File: config.mk
export PLATFORM = sky130hd
export DESIGN_NAME = uart_debug_responder
export DESIGN_NICKNAME = d
export VERILOG_FILES = /design/src/rtl/uart_debug_responder.sv
export SDC_FILE = /design/constraint.sdc
export NUM_CORES = 1
export LEC_CHECK = 0
export CAP_MARGIN = 40
export CORE_AREA = 8 8 159 236
export CTS_CLUSTER_DIAMETER = 80
export DETAILED_ROUTE_END_ITERATION = 16
export DIE_AREA = 0 0 167 244
export GPL_TIMING_DRIVEN = 0
export SYNTH_ARGS = -nofsm -noshare
export SYNTH_HDL_FRONTEND = slang
export SYNTH_SLANG_ARGS = --single-unit
File: constraint.sdc
create_clock -name clk_i -period 8.3 [get_ports clk_i]
set_clock_uncertainty 0.15 [all_clocks]
set_input_delay 2.075 -clock clk_i [delete_from_list [all_inputs] [get_ports clk_i]]
set_output_delay 2.075 -clock clk_i [all_outputs]
set_load 0.05 [all_outputs]
File: src/rtl/uart_debug_responder.sv
// UART debug preload responder: parses CMD/ADDR/COUNT frames from the RX byte stream, performs 64-bit memory
// reads/writes and answers with ACK/NAK/read data. Optional inter-byte timeout via UART_DEBUG_RESPONDER_TIMEOUT_EN.
module uart_debug_responder #(
  parameter int unsigned AddrWidth     = 64,
  parameter logic [31:0] TimeoutCycles = 32'd1_000_000
) (
  input  logic                 clk_i,
  input  logic                 rst_i,
  input  logic [7:0]           rx_data_i,
  input  logic                 rx_valid_i,
  output logic                 rx_ready_o,
  output logic [7:0]           tx_data_o,
  output logic                 tx_valid_o,
  input  logic                 tx_ready_i,
  output logic                 mem_req_o,
  input  logic                 mem_gnt_i,
  output logic [AddrWidth-1:0] mem_addr_o,
  output logic                 mem_we_o,
  output logic [63:0]          mem_wdata_o,
  output logic [7:0]           mem_be_o,
  input  logic                 mem_rvalid_i,
  input  logic [63:0]          mem_rdata_i,
  output logic                 busy_o
);

  localparam logic [7:0] ACK    = 8'h06;
  localparam logic [7:0] NAK    = 8'h15;
  localparam logic [7:0] CMD_WR = 8'h01;
  localparam logic [7:0] CMD_RD = 8'h02;

  typedef enum logic [3:0] {
    IDLE, HDR_ADDR, HDR_LEN, WR_DATA, WR_REQ, WR_WAIT,
    RD_ACK, RD_REQ, RD_WAIT, RD_DATA, RESP
  } state_e;

  state_e      state_q, state_d;
  logic [63:0] addr_q, addr_d;
  logic [31:0] count_q, count_d;
  logic [63:0] word_q, word_d;
  logic [2:0]  bcnt_q, bcnt_d;
  logic [7:0]  resp_q, resp_d;
  logic        is_wr_q, is_wr_d;

  logic        rx_fire, tx_fire;
  logic [31:0] count_shift;
  logic        tmo_hit;

  // rx_ready is gated by reset so every output except be reads 0 while reset is held.
  assign rx_ready_o  = !rst_i && (state_q inside {IDLE, HDR_ADDR, HDR_LEN, WR_DATA});
  assign tx_valid_o  = state_q inside {RD_ACK, RD_DATA, RESP};
  assign mem_req_o   = state_q inside {WR_REQ, RD_REQ};
  assign mem_we_o    = (state_q == WR_REQ);
  assign mem_addr_o  = {addr_q[AddrWidth-1:3], 3'b000};
  assign mem_wdata_o = word_q;
  assign mem_be_o    = 8'hFF;
  assign busy_o      = (state_q != IDLE);

  assign rx_fire     = rx_valid_i && rx_ready_o;
  assign tx_fire     = tx_valid_o && tx_ready_i;
  assign count_shift = {rx_data_i, count_q[31:8]};

  always_comb begin
    tx_data_o = 8'h00;
    case (state_q)
      RD_ACK:  tx_data_o = ACK;
      RD_DATA: tx_data_o = word_q[7:0];
      RESP:    tx_data_o = resp_q;
      default: tx_data_o = 8'h00;
    endcase
  end

`ifdef UART_DEBUG_RESPONDER_TIMEOUT_EN
  logic [31:0] tmo_q, tmo_d;
  logic        waiting;

  assign waiting = state_q inside {HDR_ADDR, HDR_LEN, WR_DATA};

  always_comb begin
    tmo_d = 32'd0;
    if (waiting && !rx_fire) tmo_d = tmo_q + 32'd1;
  end

  assign tmo_hit = waiting && !rx_fire && (tmo_d == TimeoutCycles);

  always_ff @(posedge clk_i or posedge rst_i) begin
    if (rst_i) tmo_q <= 32'd0;
    else       tmo_q <= tmo_d;
  end
`else
  assign tmo_hit = 1'b0;
`endif

  always_comb begin
    state_d = state_q;
    addr_d  = addr_q;
    count_d = count_q;
    word_d  = word_q;
    bcnt_d  = bcnt_q;
    resp_d  = resp_q;
    is_wr_d = is_wr_q;
    case (state_q)
      IDLE: if (rx_fire) begin
        is_wr_d = (rx_data_i == CMD_WR);
        bcnt_d  = 3'd0;
        if (rx_data_i == CMD_WR || rx_data_i == CMD_RD) begin
          state_d = HDR_ADDR;
        end else begin
          resp_d  = NAK;
          state_d = RESP;
        end
      end
      HDR_ADDR: if (rx_fire) begin
        addr_d = {rx_data_i, addr_q[63:8]};
        bcnt_d = bcnt_q + 3'd1;
        if (bcnt_q == 3'd7) begin
          addr_d[2:0] = 3'b000;
          state_d     = HDR_LEN;
        end
      end
      HDR_LEN: if (rx_fire) begin
        count_d = count_shift;
        bcnt_d  = bcnt_q + 3'd1;
        if (bcnt_q == 3'd3) begin
          bcnt_d = 3'd0;
          if (count_shift == 32'd0) begin
            resp_d  = ACK;
            state_d = RESP;
          end else if (is_wr_q) begin
            state_d = WR_DATA;
          end else begin
            state_d = RD_ACK;
          end
        end
      end
      WR_DATA: if (rx_fire) begin
        word_d = {rx_data_i, word_q[63:8]};
        bcnt_d = bcnt_q + 3'd1;
        if (bcnt_q == 3'd7) state_d = WR_REQ;
      end
      WR_REQ: if (mem_gnt_i) state_d = WR_WAIT;
      WR_WAIT: if (mem_rvalid_i) begin
        addr_d  = addr_q + 64'd8;
        count_d = count_q - 32'd1;
        if (count_q == 32'd1) begin
          resp_d  = ACK;
          state_d = RESP;
        end else begin
          state_d = WR_DATA;
        end
      end
      RD_ACK: if (tx_fire) state_d = RD_REQ;
      RD_REQ: if (mem_gnt_i) state_d = RD_WAIT;
      RD_WAIT: if (mem_rvalid_i) begin
        word_d  = mem_rdata_i;
        bcnt_d  = 3'd0;
        state_d = RD_DATA;
      end
      RD_DATA: if (tx_fire) begin
        word_d = {8'h00, word_q[63:8]};
        bcnt_d = bcnt_q + 3'd1;
        if (bcnt_q == 3'd7) begin
          addr_d  = addr_q + 64'd8;
          count_d = count_q - 32'd1;
          state_d = (count_q == 32'd1) ? IDLE : RD_REQ;
        end
      end
      RESP: if (tx_fire) state_d = IDLE;
      default: state_d = IDLE;
    endcase
    // A stalled host abandons the partial frame and gets a NAK.
    if (tmo_hit) begin
      resp_d  = NAK;
      bcnt_d  = 3'd0;
      state_d = RESP;
    end
  end

  always_ff @(posedge clk_i or posedge rst_i) begin
    if (rst_i) begin
      state_q <= IDLE;
      addr_q  <= 64'd0;
      count_q <= 32'd0;
      word_q  <= 64'd0;
      bcnt_q  <= 3'd0;
      resp_q  <= 8'h00;
      is_wr_q <= 1'b0;
    end else begin
      state_q <= state_d;
      addr_q  <= addr_d;
      count_q <= count_d;
      word_q  <= word_d;
      bcnt_q  <= bcnt_d;
      resp_q  <= resp_d;
      is_wr_q <= is_wr_d;
    end
  end

endmodule

# --- Word-level counts from Yosys, hierarchy flattened ---
# Cells that the tools add are included.
totals:
  ff_bits: 176
  input_bits: 78
  out_inout_bits: 149
  word_cells: 120
op_classes:
  eq_ne: 34
  n_addsub: 3
  n_mux: 52
  n_reduce_logical: 24
ops:
  columns: ["operator", "n"]
  rows:
  - ["64-bit 2-to-1 mux", 7]
  - ["64-bit one-hot mux with 3 select lines", 2]
  - ["32-bit 2-to-1 mux", 4]
  - ["32-bit one-hot mux with 3 select lines", 1]
  - ["4-bit 2-to-1 mux", 18]
  - ["64-bit by 4-bit adder with 64-bit output (second input constant)", 1]
  - ["8-bit 2-to-1 mux", 7]
  - ["8-bit one-hot mux with 3 select lines", 2]
  - ["4-bit one-hot mux with 11 select lines", 1]
  - ["32-bit by 1-bit equality test with 1-bit output (second input constant)", 1]
  - ["32-bit zero test", 1]
  - ["32-bit by 1-bit subtractor with 32-bit output (second input constant)", 1]
  - ["3-bit 2-to-1 mux", 9]
  - ["2-bit != test (second input constant)", 13]
  - ["4-bit by 3-bit equality test with 1-bit output (second input constant)", 4]
  - ["3-bit one-hot mux with 5 select lines", 1]
  - ["15-bit AND reduction", 1]
  - ["3-bit nonzero test", 5]
  - ["4-bit equality test (second input constant)", 3]
  - ["2-bit by 1-bit != test with 1-bit output (second input constant)", 6]
  - ["5-bit AND reduction", 2]
  - ["4-bit by 2-bit equality test with 1-bit output (second input constant)", 2]
  - ["8-bit by 1-bit equality test with 1-bit output (second input constant)", 1]
  - ["8-bit by 2-bit equality test with 1-bit output (second input constant)", 1]
  - ["16 further kinds", 19]

# --- Depth between registers and ports, before layout ---
logic_depth:
  word_depth: 6
  ltp_mapped: 10

# --- Least setup slack after synthesis ---
# Ideal clock, no wire load.
synth_path:
  path_type: "input -> register"
  start: "input rst_i"
  end: "register count_q[30]"
  n_path_buf: 2
  stages: 7
  required_time_ns: 8.017
  slack_ns: 1.118
  arrival_time_ns: 6.898
  setup_time_ns: 0.133
  path_cell_list: "inv_1 -> nand3_1 -> a221o_1 -> buf_2 -> clkbuf_1 -> o21ai_0 -> o21ai_0"
synth_between:
  elab_chain_len: 5
synth_rtl:
  columns: ["item", "line_no", "rtl"]
  rows:
  - ["from (decl)", "8", "input logic rst_i,"]
  - ["1-bit zero test (no source line)", null, null]
  - ["1-bit logical AND", "49", "assign rx_ready_o = !rst_i && (state_q inside {IDLE, HDR_ADDR, HDR_LEN, WR_DATA});"]
  - ["1-bit logical AND", "58", "assign rx_fire = rx_valid_i && rx_ready_o;"]
  - ["2-bit != test (no source line)", null, null]
  - ["5-bit AND reduction (no source line)", null, null]
  - ["to (signal assigned)", "190", "count_q <= count_d;"]
  - ["to (decl)", "38", "logic [31:0] count_q, count_d;"]
# Every way passes these cells.
# A chain may end at the register's enable or synchronous reset.

# --- Worst setup path after layout ---
layout_path:
  start: "input rst_i"
  end: "output rx_ready_o"
layout_between:
  elab_chain_len: 2
layout_rtl:
  columns: ["item", "line_no", "rtl"]
  rows:
  - ["1-bit zero test (no source line)", null, null]
  - ["1-bit logical AND", "49", null]
  - ["to (decl)", "11", "output logic rx_ready_o,"]
# Every way passes these cells.

==> impl_metrics.py <==
metrics = {
    "status": {
        "status": "finished clean",
    },
    "min_path": {
        "hp-class": "flop to flop",
        "holdCritStartpoint": "resp_q[2]",
        "min_to": "resp_q[2]",
        "whs_path_depth": 1,
    },
    "route": {
        "drc": 0,
        "drtAntennaViolNets": 0,
        "vias": 11100,
        "wl_um": 45500,
        "avgViaCountPerCell": 5.86,
        "wl_per_cell_um": 24.1,
        "initialDrtViolationCount": 1126,
        "firstDrtPassIters": 5,
    },
    "setup_path": {
        "reg2reg_slack_ns": 4.81,
        "end_kind": "primary output",
        "r2r_cells": 7,
        "r2r_start": "state_q[0]",
        "arrival_ns": 3.60,
        "worstSetupPathType": "input port to primary output",
        "worstSetupStartpoint": "rst_i",
        "critPathLaunchType": "input port",
        "cp.required_ns": 6.08,
        "path_max_fanout": 4,
        "r2r-end": "addr_q[28]",
    },
    "timing": {
        "post-route-period-util_pct": 70.2,
        "post-route-min-period_ns": 5.83,
        "setup_violations": 0,
        "rsz0062_at_grt": "no",
        "drv_slew": 0,
        "fmax_mhz": 172,
        "finalHoldViolCount": 0,
        "worst_pin_slew_ns": 0.971,
        "fin_ws_ns": 2.47,
        "relSlewSlack_pct": 35.3,
        "fin_tns_setup_ns": 0,
    },
    "synth": {
        "syn_area_per_cell_um2": 8.38,
        "synth_top_area_cell": "dfrtp_1",
        "synthesis.area_um2": 10100,
        "synth_warnings": 0,
        "synth_cell_types": 73,
        "synth-seq-area-share_pct": 41.5,
        "synth_edf_count": 0,
        "ys_seq_elements": 168,
        "synth_top_area_share_pct": 41.5,
        "syn_inst": 1207,
        "yosys-top-cells-area": "dfrtp_1 42%, o21ai_0 7.2%, mux2i_1 6.0%",
        "synth_ff_type": "dfrtp_1",
        "synthArstFlopShare_pct": 100,
    },
    "clock_tree": {
        "postCtsSetupRepairBufs": 0,
        "root_buffer": "clkbuf_16",
        "clockBufferDepth": 2,
        "hold_buffers": 0,
        "htree_levels": 4,
        "clkTransAtPathRegs_ns": 0.06,
        "numCtsBuffers": 17,
        "cts_sinks": 168,
        "cts_tree": "done",
        "insertion_delay_ns": 0.46,
        "post_cts_resized": 0,
    },
    "floorplanning": {
        "die_area_um2": 40700,
        "rows": 83,
        "core_area_um2": 34000,
        "dieWidth_um": 167,
        "fp.dieH_um": 244,
        "ios": 227,
        "initial_utilization_pct": 29.8,
    },
    "global_route": {
        "grt_start_max_net_pins": 101,
        "first_global_vias": 11100,
        "antenna_found_initial": 0,
        "overflow": 0,
        "grt_pass1_wl_um": 68500,
        "grt_usage_pct": 21.7,
    },
    "placed_design": {
        "portBuffers": 215,
        "dp_cells": 1860,
        "place_congestion": 0.948,
        "dp_hpwl_um": 33800,
        "dp_slack_ns": 2.47,
    },
    "cells_and_area": {
        "regArea_um2": 4200,
        "utilization_pct": 40.0,
        "fillers": 3401,
        "area_delta_synth_final_pct": 34.1,
        "finalNonFillerCells": 1891,
        "nets": 1539,
        "num_antenna_cells": 0,
        "drive_gt1_share_pct": 5.32,
        "multi_input_area_um2": 5410,
    },
    "power": {
        "ir_drop_uv": 296,
        "power_uw": 5660,
        "powerDensity_nw_per_um2": 417,
        "p_leak_uw": 0.00510,
    },
    "run": {
        "maxCapViolCount": 0,
    },
}
==> state kept, by name, summed over array words and instances, names as in the netlist <==
signal,count
state_q,4
addr_q,61
resp_q,3
count_q,32
is_wr_q,1
bcnt_q,3
mem_wdata_o,64
==> worst max-delay path by stage <==
stage	endpoint	slack (ns)	cells past startpoint
after floorplan	count_q[30]	1.12	7
after global placement	count_q[22]	-1.71	7
after detailed placement	rx_ready_o	2.47	3
after CTS	rx_ready_o	2.45	3
after global routing	rx_ready_o	2.44	3
final	rx_ready_o	2.47	3
==> cell families (layout without fill, tap and decap cells) <==
kind of cell	count (synthesis)	in the layout	synth area share, %
other	2	11	0.0742
muxes	65	65	6.52
adders and majority gates	7	7	0.866
buffers and inverters	127	377	5.35
and+or+nand+nor	427	427	21.0
xor gates and xnor gates	1	1	0.0866
AOI/OAI and AO/OA	410	410	24.5
DFF	168	168	41.5
==> worst max-delay path, stage by stage <==
cell	delay (ns)
clkdlybuf4s50_1	0.54
nor2_1	0.16
clkdlybuf4s50_1	0.82
==> metrics by stage <==
| stage | hold slack, ns | instance area [um2] |
|---|---|---|
| 3_3_place_gp | 0.307 | 12800 |
| 5_1_grt | 0.363 | 13600 |
| 6_report | 0.335 | 13600 |
| 2_1_floorplan | 0.290 | 10200 |
| 4_1_cts | 0.339 | 13600 |
| 3_5_place_dp | 0.325 | 12900 |
==> power breakdown <==
part	internal [uW]	switching (uW)	leakage, uW
Sequential	1140	496	0.00202
Combinational	1020	2070	0.00275
Clock	580	352	0.000327
Total	2740	2920	0.00510
==> cells in the mapped netlist, types with 13 or more instances <==
| master | n |
|---|---|
| and3_1 | 21 |
| dfrtp_1 | 168 |
| a21oi_1 | 113 |
| mux2i_1 | 61 |
| nand4_1 | 23 |
| a2bb2oi_1 | 17 |
| or3_1 | 13 |
| nand2_1 | 139 |
| o22ai_1 | 28 |
| o21ai_0 | 146 |
| nor2_1 | 86 |
| inv_1 | 20 |
| nand3_1 | 51 |
| a22oi_1 | 18 |
| nor3_1 | 29 |
| clkbuf_1 | 77 |
==> metal layers <==
metal  vias up  routed length (um)  track usage [%]
li1       4920                   -                -
met1      5301               17300             24.3
met2       703               21900             37.7
met3       154                4170             5.37
met4         0                2130             11.3
met5         -                   0                0
==> layout by cell type (no fill, tap or decap), types with 21 or more instances in the layout <==
master,instances
clkbuf_1,78
o22ai_1,28
and3_1,21
clkdlybuf4s50_1,215
nor2_1,86
dfrtp_1,168
nor3_1,29
a21oi_1,113
mux2i_1,61
nand4_1,23
o21ai_0,146
nand3_1,51
nand2_1,139
==> final cells by class <==
type	instances	area share, %
sequential	168	31.0
tap	425	3.92
clock inverter	11	1.61
clock buffer	20	3.37
inverter	20	0.609
multi-input combinational	921	39.8
buffer	107	3.44
timing repair buffer	219	16.2
Power figures use the tool's default switching activity.
